[src/rtl/alarm_pkg.sv]
// Shared types and BCD helpers for the alarm unit.
package alarm_pkg;

    typedef enum logic [1:0] {
        IDLE    = 2'd0,
        ARMED   = 2'd1,
        RINGING = 2'd2,
        SNOOZE  = 2'd3
    } state_t;

    localparam logic [7:0] HH_MIN = 8'h01;
    localparam logic [7:0] HH_MAX = 8'h12;
    localparam logic [7:0] MM_MAX = 8'h59;

    // Both low nibbles must be decimal digits; the range compares then
    // bound the high nibbles, so plain BCD magnitude compares are enough.
    function automatic logic bcd_time_ok(input logic [7:0] hh, input logic [7:0] mm);
        return (hh[3:0] <= 4'd9) && (mm[3:0] <= 4'd9) &&
               (hh >= HH_MIN) && (hh <= HH_MAX) && (mm <= MM_MAX);
    endfunction

endpackage

[src/rtl/alarm_tick_timer.sv]
// Loadable down-counter clocked by the one-second tick; flags the tick that
// takes it from 1 to 0. Loading 0 parks it.
module alarm_tick_timer #(
    parameter int W = 8
) (
    input  logic         clk,
    input  logic         reset,
    input  logic         load,
    input  logic [W-1:0] value,
    input  logic         ena,
    output logic         zero
);

    logic [W-1:0] cnt;

    // Load wins over counting; an idle counter rests at zero.
    always_ff @(posedge clk) begin
        if (reset)
            cnt <= '0;
        else if (load)
            cnt <= value;
        else if (ena && (cnt != '0))
            cnt <= cnt - 1'b1;
    end

    // Independent of load so the controller's next-state logic stays loop-free.
    assign zero = ena && (cnt == W'(1));

endmodule

[src/rtl/alarm_ctrl.sv]
// Alarm controller: programmable alarm time, match detect, ring with
// auto-timeout, bounded snooze.
//
//  state   | meaning
//  IDLE    | alarm disabled, matches ignored
//  ARMED   | waiting for the alarm minute
//  RINGING | buzzer on, ring timer running
//  SNOOZE  | buzzer off, snooze timer running
module alarm_ctrl
    import alarm_pkg::*;
#(
    parameter int RING_SECS   = 60,
    parameter int SNOOZE_SECS = 540,
    parameter int MAX_SNOOZE  = 3
) (
    input  logic                            clk,
    input  logic                            reset,
    input  logic                            ena,
    input  logic                            pm,
    input  logic [7:0]                      hh,
    input  logic [7:0]                      mm,
    input  logic [7:0]                      ss,
    input  logic                            set_valid,
    input  logic                            set_pm,
    input  logic [7:0]                      set_hh,
    input  logic [7:0]                      set_mm,
    input  logic                            arm,
    input  logic                            disarm,
    input  logic                            snooze,
    output logic                            ring,
    output logic                            armed,
    output logic [1:0]                      state,
    output logic [$clog2(MAX_SNOOZE+1)-1:0] snoozes_used,
    output logic                            set_err
);

    localparam int TMAX = (RING_SECS > SNOOZE_SECS) ? RING_SECS : SNOOZE_SECS;
    localparam int TW   = $clog2(TMAX + 1);
    localparam int SW   = $clog2(MAX_SNOOZE + 1);

    state_t          st, st_nxt;
    logic [SW-1:0]   used_nxt;
    logic            alm_pm;
    logic [7:0]      alm_hh, alm_mm;
    logic            match;
    logic            tmr_load, tmr_zero;
    logic [TW-1:0]   tmr_val;

    assign match = ena && (pm == alm_pm) && (hh == alm_hh) && (mm == alm_mm) && (ss == 8'h00);

    alarm_tick_timer #(.W(TW)) u_timer (
        .clk   (clk),
        .reset (reset),
        .load  (tmr_load),
        .value (tmr_val),
        .ena   (ena),
        .zero  (tmr_zero)
    );

    // Next state, snooze count and timer load; disarm overrides everything.
    always_comb begin
        st_nxt   = st;
        used_nxt = snoozes_used;
        tmr_load = 1'b0;
        tmr_val  = '0;
        if (disarm) begin
            st_nxt   = IDLE;
            used_nxt = '0;
            tmr_load = 1'b1;
        end else begin
            case (st)
                IDLE: begin
                    if (arm) st_nxt = ARMED;
                end
                ARMED: begin
                    if (match) begin
                        st_nxt   = RINGING;
                        tmr_load = 1'b1;
                        tmr_val  = TW'(RING_SECS);
                    end
                end
                RINGING: begin
                    if (snooze && (snoozes_used < SW'(MAX_SNOOZE))) begin
                        st_nxt   = SNOOZE;
                        used_nxt = snoozes_used + 1'b1;
                        tmr_load = 1'b1;
                        tmr_val  = TW'(SNOOZE_SECS);
                    end else if (tmr_zero) begin
                        st_nxt   = ARMED;
                        used_nxt = '0;
                    end
                end
                SNOOZE: begin
                    if (tmr_zero) begin
                        st_nxt   = RINGING;
                        tmr_load = 1'b1;
                        tmr_val  = TW'(RING_SECS);
                    end
                end
                default: st_nxt = IDLE;
            endcase
        end
    end

    // State, status outputs and the alarm time register.
    always_ff @(posedge clk) begin
        if (reset) begin
            st           <= IDLE;
            snoozes_used <= '0;
            ring         <= 1'b0;
            set_err      <= 1'b0;
            alm_pm       <= 1'b0;
            alm_hh       <= 8'h12;
            alm_mm       <= 8'h00;
        end else begin
            st           <= st_nxt;
            snoozes_used <= used_nxt;
            ring         <= (st_nxt == RINGING);
            set_err      <= set_valid && !bcd_time_ok(set_hh, set_mm);
            if (set_valid && bcd_time_ok(set_hh, set_mm)) begin
                alm_pm <= set_pm;
                alm_hh <= set_hh;
                alm_mm <= set_mm;
            end
        end
    end

    assign state = st;
    assign armed = (st != IDLE);

endmodule

[config.mk]
export PLATFORM = sky130hd
export DESIGN_NAME = alarm_ctrl
export DESIGN_NICKNAME = d
export VERILOG_FILES = /design/src/rtl/alarm_pkg.sv /design/src/rtl/alarm_tick_timer.sv /design/src/rtl/alarm_ctrl.sv
export SDC_FILE = /design/constraint.sdc
export NUM_CORES = 1
export LEC_CHECK = 0
export CORE_ASPECT_RATIO = 0.7
export CORE_MARGIN = 2
export CORE_UTILIZATION = 48
export DETAILED_ROUTE_END_ITERATION = 10
export DONT_BUFFER_PORTS = 1
export SKIP_CTS_REPAIR_TIMING = 1
export SYNTH_ARGS = -nofsm -noshare
export SYNTH_HDL_FRONTEND = slang
export SYNTH_SLANG_ARGS = --single-unit
[constraint.sdc]
create_clock -name clk -period 5.1 [get_ports clk]
set_input_delay 1.02 -clock clk [delete_from_list [all_inputs] [get_ports clk]]
set_output_delay 1.02 -clock clk [all_outputs]
set_load 0.02 [all_outputs]
### Word level (Yosys, flattened, before mapping)

Cells that the tools add are included.

| operators by class | value |
|---|---|
| multiplexer cells | 21 |
| add/sub/neg operators | 2 |
| eq/ne operators | 8 |
| reductions and logical operators | 22 |
| $lt $le $gt $ge | 6 |

Operators by type and width:

| kind | number |
|---|---|
| $mux 10 | 4 |
| $pmux 10 s3 | 1 |
| $eq 8x8->1 | 2 |
| $mux 2 | 8 |
| $logic_and 1x1->1 | 13 |
| $mux 6 | 2 |
| $eq 10x1->1 const B | 1 |
| $reduce_bool 10->1 | 1 |
| $sub 10x1->10 const B | 1 |
| $ge 8x1->1 const B | 1 |
| $le 4x4->1 const B | 2 |
| $le 8x5->1 const B | 1 |
| $le 8x7->1 const B | 1 |
| $logic_not 8->1 | 1 |
| $pmux 2 s4 | 1 |
| $eq 2x2->1 const B | 3 |
| $reduce_bool 2->1 | 3 |
| $mux 1 | 4 |
| $pmux 1 s3 | 1 |
| $add 2x1->2 const B | 1 |
| $eq 2x1->1 const B | 1 |
| $logic_not 2->1 | 1 |
| $lt 2x2->1 const B | 1 |
| $reduce_and 2->1 | 1 |
| 3 further kinds | 3 |

| word-level totals | value |
|---|---|
| output and inout port bits | 7 |
| register bits after elaboration | 33 |
| logic and storage cells | 67 |

### Logic depth before layout (Yosys ltp)

| depth | value |
|---|---|
| word-level depth | 9 |
| depth in mapped cells | 7 |

### Cells and area by module

From an unflattened synthesis, not the netlist that was laid out.

| unflattened totals | value |
|---|---|
| cell total of the unflattened synthesis | 211 |
| area total of the unflattened synthesis | 1866.8 um2 |

Modules (own cells, without submodules):

| module | seq. area each (um2) | cells each | area each (um2) | instances |
|---|---|---|---|---|
| alarm_ctrl | 460.4 | 136 | 1218.7 | 1 |
| alarm_tick_timer | 200.2 | 75 | 648.1 | 1 |

### Least setup slack after synthesis

OpenSTA, ideal clock, no wires.

| timing path | value |
|---|---|
| path type | input to register |
| start | in set_hh[1] |
| end | reg alm_hh[0] |
| stages on the path | 5 |
| data arrival time | 2.460 ns |
| buffers on the path | 1 |
| path slack | 2.512 ns |
| cells stage by stage | a211o_1 a2111oi_4 buf_6 mux2i_1 nor2_1 |

| between the ends | value |
|---|---|
| word-level cells in the longest chain between the ends | 6 |
| elaborated cells on any way between the ends | 8 |

Ends and longest elaborated chain:

| item | RTL line | RTL |
|---|---|---|
| start: declaration | alarm_ctrl.sv:25 | `input logic [7:0] set_hh,` |
| parallel branches: the longest is 3 deep, another holds $ge 8x1->1 | -- |  |
| $logic_and 1x1->1 * (2 in a row) | alarm_pkg.sv:19 | `(hh >= HH_MIN) && (hh <= HH_MAX) && (mm <= MM_MAX);` |
| $logic_and 1x1->1 * | alarm_ctrl.sv:120 | `if (set_valid && bcd_time_ok(set_hh, set_mm)) begin` |
| end signal: assignment | alarm_ctrl.sv:122 | `alm_hh <= set_hh;` |
| end: declaration | alarm_ctrl.sv:44 | `logic [7:0] alm_hh, alm_mm;` |

Mark *: on every way between the ends.
A chain may end at the register's enable or synchronous reset.

### Worst setup path in the final report

| timing path | value |
|---|---|
| start | in ss[1] |
| end | reg u_timer.cnt[5] |

| between the ends | value |
|---|---|
| word-level cells in the longest chain between the ends | 6 |
| elaborated cells on any way between the ends | 10 |

Ends and longest elaborated chain:

| item | RTL line | RTL |
|---|---|---|
| start: declaration | alarm_ctrl.sv:22 | `input logic [7:0] ss,` |
| $logic_not 8->1 * | alarm_ctrl.sv:49 | `assign match = ena && (pm == alm_pm) && (hh == alm_hh) && (mm == alm_mm) && (ss == 8'h00);` |
| $logic_and 1x1->1 * | alarm_ctrl.sv:49 |  |
| $mux 6 or $mux 1 (tied branches) | alarm_ctrl.sv:76 | `if (match) begin` |
| $pmux 10 s3 or $pmux 1 s3 (tied branches) | alarm_ctrl.sv:71 | `case (st)` |
| $mux 10 or $mux 1 (tied branches) | alarm_ctrl.sv:66 | `if (disarm) begin` |
| $mux 10 or $reduce_bool 2->1 (tied branches) | -- |  |
| end signal: assignment | alarm_tick_timer.sv:21 | `cnt <= value;` |
| end signal: assignment | alarm_tick_timer.sv:23 | `cnt <= cnt - 1'b1;` |
| end: declaration | alarm_tick_timer.sv:14 | `logic [W-1:0] cnt;` |

Mark *: on every way between the ends. The rest lies on a longest branch, timed or not.

==> impl_metrics.toml <==
[layout]
drive_gt1_frac = 0.104
finish.utilization = 0.548
antennaDiodeCount = 0
num-nets-final = 245
final_cell_area_mm2 = 0.00193
fill_cells = 352
area_delta_synth_final_pct = 9.38

[worst_hold_path]
holdPathStages = 1
hold_path_class = "register to register"
min_from = "alm_hh[5]"
min_to = "alm_hh[5]"

[place]
hpwl_um = 2970
gp_congestion = 0.846
port_buffers = 0
place_area_mm2 = 0.00179

[critical_path]
rr_worst_depth = 7
startpoint_type = "primary input"
crit_fanout = 8
cp-end-kind = "register"
rrSetupSlack_ns = 3.05
r2r_start = "u_timer.cnt[0]"
slowest_delay_ns = 0.54
critPathArrivalTime_ns = 2.62
r2r-end = "u_timer.cnt[6]"
crit_chain = "or4_1, nor3_1, nand4_1, nor3_2, o31a_1"
worstSetupPathType = "primary input to register"
cp_slowest_cell = "or4_1"
crit_required_ns = 5.33

[yosys]
synth_area_leaders = "dfxtp_1 (38%), xor2_1 (8.5%), mux2i_1 (7.4%), nor2_1 (4.5%), nor4_1 (3.2%)"
syn_inst = 192
synth_largest_area_cell = "dfxtp_1"
avgSynthCellArea_um2 = 9.17
synth-seq-area-share = 0.375
yosys_warnings = 0
syn_area_mm2 = 0.00176
netlist-cell-type-count = 46
ys_async_sr_fraction = 0
synth_flop_cell = "dfxtp_1"
synth_edf_count = 0
syn_nets = 245
synth_top_area_share = 0.375
synth_seq_cells = 33

[route]
vias = 1414
wl_per_cell_um = 15.6
drtIter0Drc = 51
vias_per_cell = 5.82
routed_wl_um = 3800
route.detailed.drc = 0
ant_nets = 0
drtPass1Iterations = 4

[grt]
busiest_layer = "met2"
met1_usage = 0.238
grt_util_all_layers = 0.192
grt_pass1_wl_um = 6090
grt_pass1_vias = 1347
grt_max_degree = 22
met2_usage = 0.296
grtUsageMet3 = 0.0842
grt_antenna_before_repair = 0
overflow = 0

[power]
p_int_mw = 0.637
seq_power_share = 0.348
leakagePower_nw = 0.703
pwr-share-comb = 0.354
p_per_area_mw_per_mm2 = 502
pwr-share-clk = 0.299
vdd_ir_drop_max_uv = 209
p_sw_mw = 0.330
switching_share = 0.341

[floorplanning]
rows = 18
start_util = 0.501
die_w_um = 76.4
dieArea_mm2 = 0.00418
pin_count = 56
core_mm2 = 0.00351
fp.dieH_um = 54.7

[sta]
finalMaxSlewViolations = 0
rsz0062_at_grt = "no"
post-route-min-period_ns = 2.39
clock.fmax_mhz = 418
finClkSkew_ns = 0.00537
finalCritPeriodShare = 0.469
slew_headroom = 0.622
tightestPinTransition_ns = 0.565
setup_tns_ns = 0
finalSetupViolations = 0
hold_violations = 0

[flow_run]
maxCapViolations = 0

[clock_network]
clock_latency_ns = 0.28
clockBufferDepth = 2
cts_made_buffers = 5
cts_tree = "built"
clkTransAtPathRegs_ns = 0.07
htree_levels = 2
clkSinkCount = 33
root_buffer = "clkbuf_8"

[run_status]
outcome = "completed"
-- power groups by stage --
| stage | sequential (mW) | combinational, mW | clock (mW) |
|---|---|---|---|
| CTS | 0.335 | 0.343 | 0.295 |
| finish | 0.336 | 0.342 | 0.289 |
| global placement | 0.338 | 0.332 | 0 |
| floorplan | 0.330 | 0.294 | 0 |
| detailed placement | 0.341 | 0.339 | 0 |
| global route | 0.342 | 0.384 | 0.305 |
-- worst max-delay path by stage --
stage	to	depth (start not counted)	start
2_1_floorplan	alm_hh[0]	5	set_hh[1]
3_3_place_gp	alm_hh[1]	5	set_hh[3]
3_5_place_dp	alm_hh[1]	5	set_hh[3]
4_1_cts	u_timer.cnt[5]	5	ss[1]
5_1_grt	u_timer.cnt[9]	5	ss[1]
6_report	u_timer.cnt[5]	5	ss[1]
-- flip-flops by register name, summed over array words and instances (netlist names) --
name and flops:
alm_mm 8, ring 1, state 2, snoozes_used 2
set_err 1, alm_pm 1, alm_hh 8, u_timer.cnt 10
-- critical path, delay by kind of cell --
family | cells | cell delay, ns
and+or+nand+nor | 4 | 1.39
AOI/OAI and AO/OA | 1 | 0.20
-- layer usage --
| layer | vias to the layer above | share of wire |
|---|---|---|
| met5 | - | 0 |
| met4 | 0 | 0.012 |
| met3 | 7 | 0.090 |
| met2 | 52 | 0.41 |
| met1 | 668 | 0.49 |
| li1 | 687 | - |
-- cells by family (layout without fill, tap and decap cells) --
kind of cell,after synthesis,count (layout),share of synthesized area
buf+inv,14,15,0.0348
compound gates,31,31,0.142
flops,33,33,0.375
simple gates,76,76,0.241
fa+ha+maj,4,4,0.0284
xor+xnor,21,21,0.104
mux,13,13,0.0739
-- placed cells by master, fill, tap and decap left out, types with 3 or more instances in the layout --
cell	count
nand2_1	7
nor2b_1	3
a21oi_1	6
mux2i_1	13
o21ai_0	9
dfxtp_1	33
ha_1	4
nor3_1	9
inv_1	6
nor4_1	9
nand4_1	3
nor2_1	21
clkbuf_8	5
xnor2_1	4
nor3b_1	7
xor2_1	17
-- synth_stat cells (all sizes together), types with 2 or more instances --
cell / n
or4: 3
or2: 2
nor4: 9
nor2: 21
a21oi: 6
xnor2: 4
dfxtp: 33
inv: 6
o41ai: 2
nand4: 3
mux2i: 13
o21ai: 9
or3: 2
nor2b: 3
a31oi: 2
xor2: 17
nand2: 7
nor3b: 7
ha: 4
nand3: 2
a211o: 3
clkbuf: 5
buf: 3
nor3: 10
-- per-stage QoR --
step                hold slack (ns)  setup WS [ns]  instances  total power [mW]
global route                  0.505           2.57        243              1.03
finish                        0.484           2.71        243             0.967
global placement              0.472           2.43        235             0.670
detailed placement            0.478           2.42        235             0.680
CTS                           0.488           2.71        243             0.974
floorplan                     0.469           2.51        192             0.623
-- layout make-up --
class | instances | area [µm²] | area share
clock buffers | 5 | 68.8 | 0.0357
well taps | 50 | 62.6 | 0.0325
repair buffers | 1 | 7.51 | 0.00390
multi-input cells | 145 | 1040 | 0.539
clock inverters | 3 | 65.1 | 0.0338
inverters | 6 | 22.5 | 0.0117
flip-flops and latches | 33 | 661 | 0.343
Power figures use the tool's default switching activity.
